`src/rtl/sram_test_pkg.sv`:
```
// Shared types, widths and the address-derived test pattern for the SRAM self-test.
// Pattern uses only the low address byte so aliased memories verify consistently.
package sram_test_pkg;
  localparam int DW = 8;
  localparam int AW = 20;

  typedef enum logic [2:0] {
    ST_IDLE,
    ST_WRITE,
    ST_READ,
    ST_CHECK,
    ST_FINISH
  } test_state_t;

  typedef enum logic [1:0] {
    RQ_IDLE,
    RQ_ISSUE,
    RQ_BUSY,
    RQ_WAIT
  } req_state_t;

  function automatic logic [DW-1:0] pattern(input logic [DW-1:0] addr, input logic inv);
    return inv ? ~addr : addr;
  endfunction
endpackage

```
`src/rtl/sram_req_seq.sv`:
```
// Single SRAM request sequencer: one-cycle mem strobe, then waits for ready low->high.
// complete is combinational on the returning ready edge so the next request issues back-to-back.
module sram_req_seq
  import sram_test_pkg::*;
(
  input  logic          clk,
  input  logic          rst,
  input  logic          start,
  input  logic          start_rw,
  input  logic [AW-1:0] start_addr,
  input  logic [DW-1:0] start_dat,
  input  logic          ready,
  input  logic [DW-1:0] data2fpga,
  output logic          mem,
  output logic          rw,
  output logic [AW-1:0] addr,
  output logic [DW-1:0] data2ram,
  output logic          complete,
  output logic [DW-1:0] rdata
);

  req_state_t state;

  assign complete = (state == RQ_WAIT) && ready;

  always_ff @(posedge clk) begin
    if (!rst) begin
      state    <= RQ_IDLE;
      mem      <= 1'b0;
      rw       <= 1'b1;
      addr     <= '0;
      data2ram <= '0;
      rdata    <= '0;
    end else begin
      mem <= 1'b0;
      rw  <= 1'b1;
      case (state)
        RQ_IDLE:  state <= RQ_IDLE;
        RQ_ISSUE: state <= RQ_BUSY;
        RQ_BUSY:  if (!ready) state <= RQ_WAIT;
        RQ_WAIT: begin
          if (ready) begin
            rdata <= data2fpga;
            state <= RQ_IDLE;
          end
        end
        default:  state <= RQ_IDLE;
      endcase
      // A new request may chain directly off the completing access.
      if (start && (state == RQ_IDLE || complete)) begin
        state    <= RQ_ISSUE;
        mem      <= 1'b1;
        rw       <= start_rw;
        addr     <= start_addr;
        data2ram <= start_dat;
      end
    end
  end

endmodule

```
`config.mk`:
```
export PLATFORM = sky130hd
export DESIGN_NAME = sram_req_seq
export DESIGN_NICKNAME = d
export VERILOG_FILES = /design/src/rtl/sram_test_pkg.sv /design/src/rtl/sram_req_seq.sv
export SDC_FILE = /design/constraint.sdc
export NUM_CORES = 1
export LEC_CHECK = 0
export CAP_MARGIN = 20
export CORE_UTILIZATION = 39
export DETAILED_ROUTE_END_ITERATION = 7
export GPL_TIMING_DRIVEN = 0
export PLACE_DENSITY = 0.92
export SYNTH_ARGS = -nofsm -noshare
export SYNTH_HDL_FRONTEND = slang
export SYNTH_SLANG_ARGS = --single-unit
export TNS_END_PERCENT = 50
```
`constraint.sdc`:
```
create_clock -name clk -period 2.5 [get_ports clk]
set_input_delay 0.25 -clock clk [delete_from_list [all_inputs] [get_ports clk]]
set_output_delay 0.25 -clock clk [all_outputs]
set_load 0.01 [all_outputs]
```
==> results.py <==
metrics = {
    "status": {
        "status": "finished, final reports clean",
    },
    "hold_path": {
        "hold_end": "rdata[1]",
        "hp-start": "data2fpga[1]",
        "hold_path_depth": 3,
        "min_path_type": "in -> reg",
    },
    "logic_synthesis": {
        "synthArstFlopShare_pct": 0,
        "synth_top_cells_by_area": "dfxtp_1 60%, a22o_1 18%, nand2_1 5.3%",
        "syn-cell-area_um2": 1340,
        "synth_edf_count": 0,
        "synth.most_common_cell": "dfxtp_1",
        "yosys_register_bits": 40,
        "synth_top_area_share_pct": 59.6,
        "ys_warn_count": 0,
        "syn-instance-count": 119,
        "syn-num-nets": 164,
        "yosysTopAreaCell": "dfxtp_1",
        "ys_top_cells_by_count": "40 x dfxtp_1, 28 x a22o_1, 19 x nand2_1",
        "synth_area_per_cell_um2": 11.3,
        "yosys.cell_types.count": 17,
        "synth_flop_cell": "dfxtp_1",
        "yosysSeqAreaShare_pct": 59.6,
    },
    "detailed_routing": {
        "drtIter0Drc": 24,
        "drc_errors": 0,
        "vias": 1207,
        "wl_per_cell_um": 13.9,
        "drt-pass1-iter-count": 4,
        "vias_per_cell": 4.83,
        "antenna_left": 0,
        "wirelength_um": 3490,
    },
    "cells_and_area": {
        "layout-drive-gt1-share_pct": 5.83,
        "fin_nets": 250,
        "n_antenna_cell": 0,
        "fill_cells": 245,
        "syn2layout_area_growth_pct": 68.6,
        "fin_cells": 250,
    },
    "pwr": {
        "switchingPower_mw": 0.338,
        "ir_drop_v": 0.000393,
        "cell_internal_pwr_mw": 1.07,
        "seq_power_share_pct": 50.7,
        "leakage_nw": 0.890,
        "power.share.clock_pct": 29.4,
        "p_comb_share_pct": 20.0,
        "total_power_mw": 1.41,
        "switching_share_pct": 24.0,
        "p_per_area_nw_per_um2": 623,
    },
    "timing": {
        "finalSetupViolations": 0,
        "fin_skew_ps": 8.88,
        "tightest_slew_ps": 413,
        "hold_viol": 0,
        "max_freq_mhz": 436,
        "rsz0062_at_grt": "no",
        "relSlewSlack_pct": 72.5,
        "setup_tns_ps": 0,
        "timing.final.crit_period_ps": 2290,
        "fin_crit_sh_pct": 91.7,
        "report.final.slew_viol_count": 0,
    },
    "floorplan": {
        "io_pins": 80,
        "core_area_um2": 3150,
        "die_h_um": 60.7,
        "initial_core_util_pct": 42.6,
        "die_w_um": 60.7,
        "rows": 20,
        "die-area_um2": 3680,
    },
    "clocking": {
        "cts_max_level": 2,
        "numCtsBuffers": 5,
        "clkTransAtPathRegs_ps": 120,
        "cts-root-buf": "clkbuf_4",
        "insertion_delay_ps": 350,
        "cts_sinks": 40,
        "cts_hold_buffers": 0,
        "postCtsResizedCells": 0,
        "cts_buffer_depth": 2,
        "cts_tree": "yes",
        "cts_setup_buffers": 0,
    },
    "worst_setup_path": {
        "r2r_end": "addr[14]",
        "reg2reg_slack_ps": 860,
        "cp_max_fo": 9,
        "critPathCaptureType": "primary output",
        "reg2reg_from": "state[1]",
        "crit_arrival_ps": 2040,
        "rr_worst_depth": 7,
        "worst_setup_path_start_kind": "flop",
        "required_ps": 2250,
        "critPathKind": "reg -> out",
    },
    "grt": {
        "antenna_found_initial": 0,
        "overflow": 0,
        "gr-usage-all-layers_pct": 20.2,
        "grt_pass1_vias": 1212,
        "grt_pass1_wl_um": 5260,
        "grt_max_degree": 13,
    },
    "place": {
        "place_congestion": 0.684,
        "port_buffers": 79,
        "hpwl_um": 2690,
        "dp.cells": 242,
    },
    "flow_run": {
        "maxCapViolations": 0,
    },
}
==> cell type report <==
type / instances / area, um^2 / share of cell area [%]
clock buffers: 6 / 41.3 / 1.82
inverters: 4 / 15.0 / 0.663
repair buffers: 79 / 791 / 34.9
flip-flops and latches: 40 / 801 / 35.3
multi-input cells: 68 / 489 / 21.6
well taps: 44 / 55.1 / 2.43
plain buffers: 7 / 38.8 / 1.71
clock inverters: 2 / 35.0 / 1.55
==> how the worst max path moves through the flow <==
| stage | slack, ps | from | cells past startpoint | end |
|---|---|---|---|---|
| floorplan | 1070 | state[1] | 6 | addr[10] |
| global placement | 490 | ready | 4 | complete |
| detailed placement | 430 | ready | 4 | complete |
| CTS | 180 | state[1] | 4 | complete |
| global route | 60 | state[1] | 4 | complete |
| finish | 210 | state[1] | 4 | complete |
==> cells in the final DEF (no fill, tap or decap), types with 2 or more instances in the layout <==
cell type / Yosys / routed
clkbuf_4: 0 / 5
a22o_1: 28 / 28
ha_1: 4 / 4
inv_1: 3 / 3
mux2i_1: 2 / 2
dfxtp_1: 40 / 40
nor2_1: 2 / 2
a21boi_0: 8 / 8
clkbuf_1: 2 / 3
buf_2: 4 / 4
nand2_1: 19 / 19
clkdlybuf4s50_1: 0 / 79
==> worst max-delay path, stage by stage, from the launching register on <==
cell             delay [ps]
dfxtp_1                 370
ha_1                    220
nand2_1                 260
clkinv_1                290
clkdlybuf4s50_1         550
==> cell families after synthesis <==
group | share of synthesized area (%)
simple gates | 6.80
flops | 59.6
buf+inv | 4.00
compound gates | 24.4
mux | 1.49
fa+ha+maj | 3.72
==> metrics by stage <==
stage	area [um^2]	util [%]	worst slack (ps)	hold WS (ps)
2_1_floorplan	1340	-	1070	354
3_3_place_gp	2190	69.4	495	451
3_5_place_dp	2190	69.4	431	459
4_1_cts	2270	71.9	181	438
5_1_grt	2270	71.9	57.7	418
6_report	2270	71.9	206	448
==> metal layers <==
metal / wire length, um / track usage, %
met4: 32 / 5.84
met2: 1840 / 38.5
met1: 1340 / 19.2
met5: 0 / 0
met3: 274 / 9.38
==> flip-flops by register name, indices dropped and copies added (netlist names) <==
signal	flops
data2ram	8
state	2
addr	20
mem	1
rw	1
rdata	8
==> power groups by stage <==
stage	Sequential, mW	Combinational (mW)	Clock [mW]
floorplan	0.747	0.0859	0
global placement	0.725	0.272	0
detailed placement	0.728	0.284	0
CTS	0.715	0.285	0.426
global route	0.721	0.304	0.464
finish	0.715	0.282	0.415
No activity file was read; power rests on OpenSTA's default activity.
